**config.mk**
```make
export PLATFORM = sky130hd
export DESIGN_NAME = pipe_stage_reg_flat
export DESIGN_NICKNAME = d
export VERILOG_FILES = /design/src/rtl/pipe_stage_reg_if.sv /design/src/rtl/pipe_stage_reg.sv /design/src/flat_wrapper.sv
export SDC_FILE = /design/constraint.sdc
export NUM_CORES = 1
export LEC_CHECK = 0
export BUFFER_PORTS_ARGS = -buffer_cell sky130_fd_sc_hd__buf_2
export CAP_MARGIN = 0
export CORE_ASPECT_RATIO = 0.7
export CORE_UTILIZATION = 25
export CTS_CLUSTER_DIAMETER = 150
export DETAILED_ROUTE_END_ITERATION = 8
export PLACE_DENSITY_LB_ADDON = 0.25
export SYNTH_ARGS = -nofsm -noshare
export SYNTH_HDL_FRONTEND = slang
export SYNTH_SLANG_ARGS = --single-unit
```
**constraint.sdc**
```tcl
create_clock -name clk -period 7.4 [get_ports clk]
set_clock_uncertainty 0.05 [all_clocks]
set_input_delay 0.37 -clock clk [delete_from_list [all_inputs] [get_ports clk]]
set_output_delay 0.37 -clock clk [all_outputs]
set_load 0.02 [all_outputs]
```
**src/rtl/pipe_stage_reg_if.sv**
```systemverilog
// Bundle of the stage-boundary signals between two pipeline stages.
// PIPE_STAGE_STAT_EN adds the stall/bubble counter outputs.
interface pipe_stage_reg_if #(
    parameter int DATA_W = 32,
    parameter int ADDR_W = 32,
    parameter int RF_W   = 5
);
    logic              stall;
    logic              flush;
    logic              valid_i;
    logic [DATA_W-1:0] alu_result_i;
    logic [DATA_W-1:0] mem_data_i;
    logic [ADDR_W-1:0] pc4_i;
    logic [31:0]       ir_i;
    logic [RF_W-1:0]   rf_addr_i;

    logic              valid_o;
    logic [DATA_W-1:0] alu_result_o;
    logic [DATA_W-1:0] mem_data_o;
    logic [ADDR_W-1:0] pc4_o;
    logic [31:0]       ir_o;
    logic [RF_W-1:0]   rf_addr_o;
    logic              rf_we_o;

`ifdef PIPE_STAGE_STAT_EN
    logic [31:0]       stall_cnt_o;
    logic [31:0]       bubble_cnt_o;

    modport master (
        output stall, flush, valid_i, alu_result_i, mem_data_i, pc4_i, ir_i, rf_addr_i,
        input  valid_o, alu_result_o, mem_data_o, pc4_o, ir_o, rf_addr_o, rf_we_o,
        input  stall_cnt_o, bubble_cnt_o
    );
    modport slave (
        input  stall, flush, valid_i, alu_result_i, mem_data_i, pc4_i, ir_i, rf_addr_i,
        output valid_o, alu_result_o, mem_data_o, pc4_o, ir_o, rf_addr_o, rf_we_o,
        output stall_cnt_o, bubble_cnt_o
    );
`else
    modport master (
        output stall, flush, valid_i, alu_result_i, mem_data_i, pc4_i, ir_i, rf_addr_i,
        input  valid_o, alu_result_o, mem_data_o, pc4_o, ir_o, rf_addr_o, rf_we_o
    );
    modport slave (
        input  stall, flush, valid_i, alu_result_i, mem_data_i, pc4_i, ir_i, rf_addr_i,
        output valid_o, alu_result_o, mem_data_o, pc4_o, ir_o, rf_addr_o, rf_we_o
    );
`endif
endinterface

```
**src/rtl/pipe_stage_reg.sv**
```systemverilog
// Generic inter-stage pipeline register with stall (hold), flush (bubble) and valid tracking.
// Optional PIPE_STAGE_STAT_EN adds saturating stall and bubble counters.
module pipe_stage_reg #(
    parameter int                DATA_W        = 32,
    parameter int                ADDR_W        = 32,
    parameter int                RF_W          = 5,
    parameter logic [ADDR_W-1:0] PC_RESET      = 32'h0000_3004,
    parameter bit                FLUSH_KEEP_PC = 1'b1
) (
    input logic             clk,
    input logic             reset,
    pipe_stage_reg_if.slave bus
);

    typedef struct packed {
        logic              valid;
        logic [DATA_W-1:0] alu_result;
        logic [DATA_W-1:0] mem_data;
        logic [ADDR_W-1:0] pc4;
        logic [31:0]       ir;
        logic [RF_W-1:0]   rf_addr;
    } stage_t;

    localparam stage_t STAGE_RESET = '{
        valid:      1'b0,
        alu_result: '0,
        mem_data:   '0,
        pc4:        PC_RESET,
        ir:         '0,
        rf_addr:    '0
    };

    stage_t stage_q;
    stage_t stage_d;

    always_comb begin
        // NOTE: hold is the default, so every path assigns stage_d and no latch is inferred.
        stage_d = stage_q;
        if (bus.flush) begin
            stage_d     = STAGE_RESET;
            stage_d.pc4 = FLUSH_KEEP_PC ? bus.pc4_i : PC_RESET;
        end else if (!bus.stall) begin
            stage_d.valid      = bus.valid_i;
            stage_d.alu_result = bus.alu_result_i;
            stage_d.mem_data   = bus.mem_data_i;
            stage_d.pc4        = bus.pc4_i;
            stage_d.ir         = bus.ir_i;
            stage_d.rf_addr    = bus.rf_addr_i;
        end
    end

    // NOTE: non-blocking assignments keep every register sampling pre-edge values.
    always_ff @(posedge clk or posedge reset) begin
        if (reset) stage_q <= STAGE_RESET;
        else       stage_q <= stage_d;
    end

    assign bus.valid_o      = stage_q.valid;
    assign bus.alu_result_o = stage_q.alu_result;
    assign bus.mem_data_o   = stage_q.mem_data;
    assign bus.pc4_o        = stage_q.pc4;
    assign bus.ir_o         = stage_q.ir;
    assign bus.rf_addr_o    = stage_q.rf_addr;
    // $0 is hardwired to zero, so writes to it are never strobed.
    assign bus.rf_we_o      = stage_q.valid && (stage_q.rf_addr != '0);

`ifdef PIPE_STAGE_STAT_EN
    logic [31:0] stall_cnt_q;
    logic [31:0] bubble_cnt_q;
    logic        hold_evt;
    logic        bubble_evt;

    assign hold_evt   = bus.stall && !bus.flush;
    assign bubble_evt = bus.flush || (!bus.stall && !bus.valid_i);

    always_ff @(posedge clk or posedge reset) begin
        if (reset) begin
            stall_cnt_q  <= '0;
            bubble_cnt_q <= '0;
        end else begin
            if (hold_evt && (stall_cnt_q != '1))    stall_cnt_q  <= stall_cnt_q + 32'd1;
            if (bubble_evt && (bubble_cnt_q != '1)) bubble_cnt_q <= bubble_cnt_q + 32'd1;
        end
    end

    assign bus.stall_cnt_o  = stall_cnt_q;
    assign bus.bubble_cnt_o = bubble_cnt_q;
`endif

endmodule

```
**src/flat_wrapper.sv**
```systemverilog
// flat-port wrapper written by rule: the top's interface ports become plain ports
module pipe_stage_reg_flat 
#(
    parameter int                DATA_W        = 32,
    parameter int                ADDR_W        = 32,
    parameter int                RF_W          = 5,
    parameter logic [ADDR_W-1:0] PC_RESET      = 32'h0000_3004,
    parameter bit                FLUSH_KEEP_PC = 1'b1
)
  (clk, reset, bus_stall, bus_flush, bus_valid_i, bus_alu_result_i, bus_mem_data_i, bus_pc4_i, bus_ir_i, bus_rf_addr_i, bus_valid_o, bus_alu_result_o, bus_mem_data_o, bus_pc4_o, bus_ir_o, bus_rf_addr_o, bus_rf_we_o);
  pipe_stage_reg_if #(.DATA_W(DATA_W), .ADDR_W(ADDR_W), .RF_W(RF_W)) bus_i ();
  input logic clk;
  input logic reset;
  input wire logic [$bits(bus_i.stall)-1:0] bus_stall;
  input wire logic [$bits(bus_i.flush)-1:0] bus_flush;
  input wire logic [$bits(bus_i.valid_i)-1:0] bus_valid_i;
  input wire logic [$bits(bus_i.alu_result_i)-1:0] bus_alu_result_i;
  input wire logic [$bits(bus_i.mem_data_i)-1:0] bus_mem_data_i;
  input wire logic [$bits(bus_i.pc4_i)-1:0] bus_pc4_i;
  input wire logic [$bits(bus_i.ir_i)-1:0] bus_ir_i;
  input wire logic [$bits(bus_i.rf_addr_i)-1:0] bus_rf_addr_i;
  output wire logic [$bits(bus_i.valid_o)-1:0] bus_valid_o;
  output wire logic [$bits(bus_i.alu_result_o)-1:0] bus_alu_result_o;
  output wire logic [$bits(bus_i.mem_data_o)-1:0] bus_mem_data_o;
  output wire logic [$bits(bus_i.pc4_o)-1:0] bus_pc4_o;
  output wire logic [$bits(bus_i.ir_o)-1:0] bus_ir_o;
  output wire logic [$bits(bus_i.rf_addr_o)-1:0] bus_rf_addr_o;
  output wire logic [$bits(bus_i.rf_we_o)-1:0] bus_rf_we_o;
  assign bus_i.stall = bus_stall;
  assign bus_i.flush = bus_flush;
  assign bus_i.valid_i = bus_valid_i;
  assign bus_i.alu_result_i = bus_alu_result_i;
  assign bus_i.mem_data_i = bus_mem_data_i;
  assign bus_i.pc4_i = bus_pc4_i;
  assign bus_i.ir_i = bus_ir_i;
  assign bus_i.rf_addr_i = bus_rf_addr_i;
  assign bus_valid_o = bus_i.valid_o;
  assign bus_alu_result_o = bus_i.alu_result_o;
  assign bus_mem_data_o = bus_i.mem_data_o;
  assign bus_pc4_o = bus_i.pc4_o;
  assign bus_ir_o = bus_i.ir_o;
  assign bus_rf_addr_o = bus_i.rf_addr_o;
  assign bus_rf_we_o = bus_i.rf_we_o;
  pipe_stage_reg #(.DATA_W(DATA_W), .ADDR_W(ADDR_W), .RF_W(RF_W), .PC_RESET(PC_RESET), .FLUSH_KEEP_PC(FLUSH_KEEP_PC)) u_core (.clk(clk), .reset(reset), .bus(bus_i));
endmodule
```
==> results.md <==
* Synth cell types at 14
* Largest cells by area after synthesis: dfrtp_1, mux2i_1, mux2_4
* Layout cells sized above 1 at 0.506
* Synth Register Bits at 134
* Synth Area in Compound Gates at 0.00138
* Pre-Repair DR Iteration Count at 4
* Most frequent cells after synthesis: dfrtp_1, mux2i_1, nor2_1, mux2_4, buf_6
* Vias/cell at 4.16
* Chip height at 126 um
* Yosys top cell area share at 0.601
* Sequential cell area at 0.00336 mm2
* Largest area contributor in the netlist: dfrtp_1
* Routed WL at 14000 um
* Initial antenna violation count at 0
* Root Driver: clkbuf_16
* RSZ-0062 raised after global routing: false
* Max-slew violation count at 0
* Mapped Avg Cell Area at 13.6 um2
* Core Box Area at 0.0210 mm2
* First-pass GRT wire length at 22700 um
* Synthesized area at 0.00545 mm2
* Met2 wire len at 6500 um
* CTS tree: done
* Reg2reg start: u_core.bus.pc4_o[26]
* Post-synthesis simple-gate area fraction at 0.0727
* DRC Markers at 0
* Synth Net Count at 539
* WL met3 at 1270 um
* Req. time, crit path at 6.98 ns
* Initial Util at 0.259
* Clk sinks at 134
* Max H-tree Level at 4
* Synth warn at 0
* Routed length per instance at 14.6 um
* Hold Violations, Final at 0
* Mux contribution to synthesized area at 0.274
* Die area at 0.0224 mm2
* Number of enable flip-flop cells after synthesis at 0
* CTS Hold Bufs at 0
* Final antenna-violating net count at 0
* Global route overflow at 0
* PwrDens at 245 mW/mm2
* NumNets Final at 807
* Top sig layer: met4
* IO buf count at 272
* Row count at 44
* Hold WC Path Type: input port to asynchronous set/reset pin
* Via count at 3990
* DR iter-0 viols at 86
* Fmax at 0.484 GHz
* Final period util at 0.279
* Most frequent cell after synthesis: dfrtp_1
* Post-synth ARST share at 1.00
* Clk slew on worst S/H paths at 0.06 ns
* Worst VDD drop at 0.127 mV
* Cts repair resizes at 0
* Synth Area in XOR/XNOR at 0
* Ys flop type: dfrtp_1
* Total CTS buffers at 17
* CP max FO at 3
* Sequential-to-total area share from yosys stat at 0.616
* Largest net degree at the start of global routing at 76
* Mapped Cells at 401
* Gr usage total at 0.131
* Antenna fix cells at 0
* Leak pwr at 0.00427 uW
* Worst-Margin Slew at 0.824 ns
* Critical Path AT at 1.65 ns
* Synth Area in Adders at 0
* Worst Slack Setup Final at 5.33 ns
* Main combinational cell family by area after synthesis: multiplexers
* Final setup TNS at 0 ns
* CP Class: flop to output port
* Fill cells at 2106
* M1 WL at 6110 um
* CP startpoint kind: flop
* Die W at 179 um
* Post-Place Worst Slack at 5.09 ns
* I/O pins at 273
* # setup viols final at 0
* Worst slew margin at 0.451
* Post-CTS setup buffers at 0
* Post-layout min period at 2.07 ns
* GP Congestion at 0.800
* Dpl hpwl at 9830 um
* Outcome: finished clean
* Area grow syn2layout at 38.7%
* Vias in the first global route at 4351
* Clock latency on the worst-skew pair at 0.41 ns
* Worst Setup SP: u_core.bus.rf_addr_o[0]
* CTS Buffer Depth at 2
* Multi-input combinational cell area at 0.00190 mm2
* Max Cap Viol at 0
* Setup crit end kind: output port
-- layout make-up --
type | instances | area share
timing repair buffer | 276 | 0.185
inverter | 1 | 0.00116
clock inverter | 13 | 0.0132
multi-input combinational | 239 | 0.251
tap | 276 | 0.0456
sequential | 134 | 0.444
clock buffer | 19 | 0.0599
-- power by group --
part / internal, uW / leakage [uW] / switching (uW)
registers: 780 / 0.00172 / 26.5
clock network: 449 / 0.000258 / 330
logic: 114 / 0.00229 / 156
total: 1340 / 0.00427 / 512
-- final timing paths --
check / end / slack [ns] / depth (start not counted)
worst max-delay path: bus_rf_we_o / 5.33 / 3
max in group asynchronous: u_core.bus.ir_o[12] / 5.98 / 3
worst min register to register: u_core.bus.pc4_o[14] / 0.46 / 1
min in group clk: u_core.bus.pc4_o[4] / 0.13 / 2
worst max register to register: u_core.bus.pc4_o[26] / 6.55 / 1
worst min-delay path: u_core.bus.ir_o[20] / 0.0005 / 2
-- critical path, stage by stage, from the launching register on --
cell	delay, ns
dfrtp_1	0.40
or4_1	0.52
o21a_1	0.17
buf_2	0.15
-- cells in the final DEF, fill, tap and decap left out --
| cell type | count |
|---|---|
| buf_2 | 270 |
| buf_4 | 5 |
| buf_6 | 1 |
| clkbuf_16 | 17 |
| clkbuf_8 | 2 |
| clkinv_2 | 2 |
| clkinv_4 | 3 |
| clkinvlp_4 | 5 |
| dfrtp_1 | 131 |
| dfstp_2 | 3 |
| inv_6 | 4 |
| mux2_2 | 2 |
| mux2_4 | 30 |
| mux2i_1 | 102 |
| nand2b_2 | 1 |
| nor2_1 | 102 |
| o21a_1 | 1 |
| or4_1 | 1 |
-- cell families after synthesis --
| group | after synthesis |
|---|---|
| mux | 134 |
| flops | 134 |
| simple gates | 104 |
| buf+inv | 28 |
| compound gates | 1 |
-- metrics by stage --
stage          instances  cell area [um2]  utilization  hold slack [ns]  total power [uW]
4_1_cts              958             7560        0.360           0.0496              1890
3_3_place_gp         926             7010        0.333            0.436              1090
3_5_place_dp         926             7010        0.333            0.437              1090
6_report             958             7560        0.360         0.000457              1860
2_1_floorplan        401             5450            -            0.467               987
5_1_grt              958             7560        0.360           0.0858              1960
-- flip-flops by register name, summed over array words and instances, names as in the netlist --
| register | cells |
|---|---|
| u_core.bus.alu_result_o | 32 |
| u_core.bus.rf_addr_o | 5 |
| u_core.bus.ir_o | 32 |
| u_core.bus.valid_o | 1 |
| u_core.bus.pc4_o | 32 |
| u_core.bus.mem_data_o | 32 |
-- per-layer routing --
layer / track usage / up-vias
met4: 0.0364 / 0
met5: 0 / -
met3: 0.0541 / 7
met1: 0.161 / 1945
met2: 0.209 / 162
li1: - / 1876
Note: power is estimated with default switching activity, not from simulation.
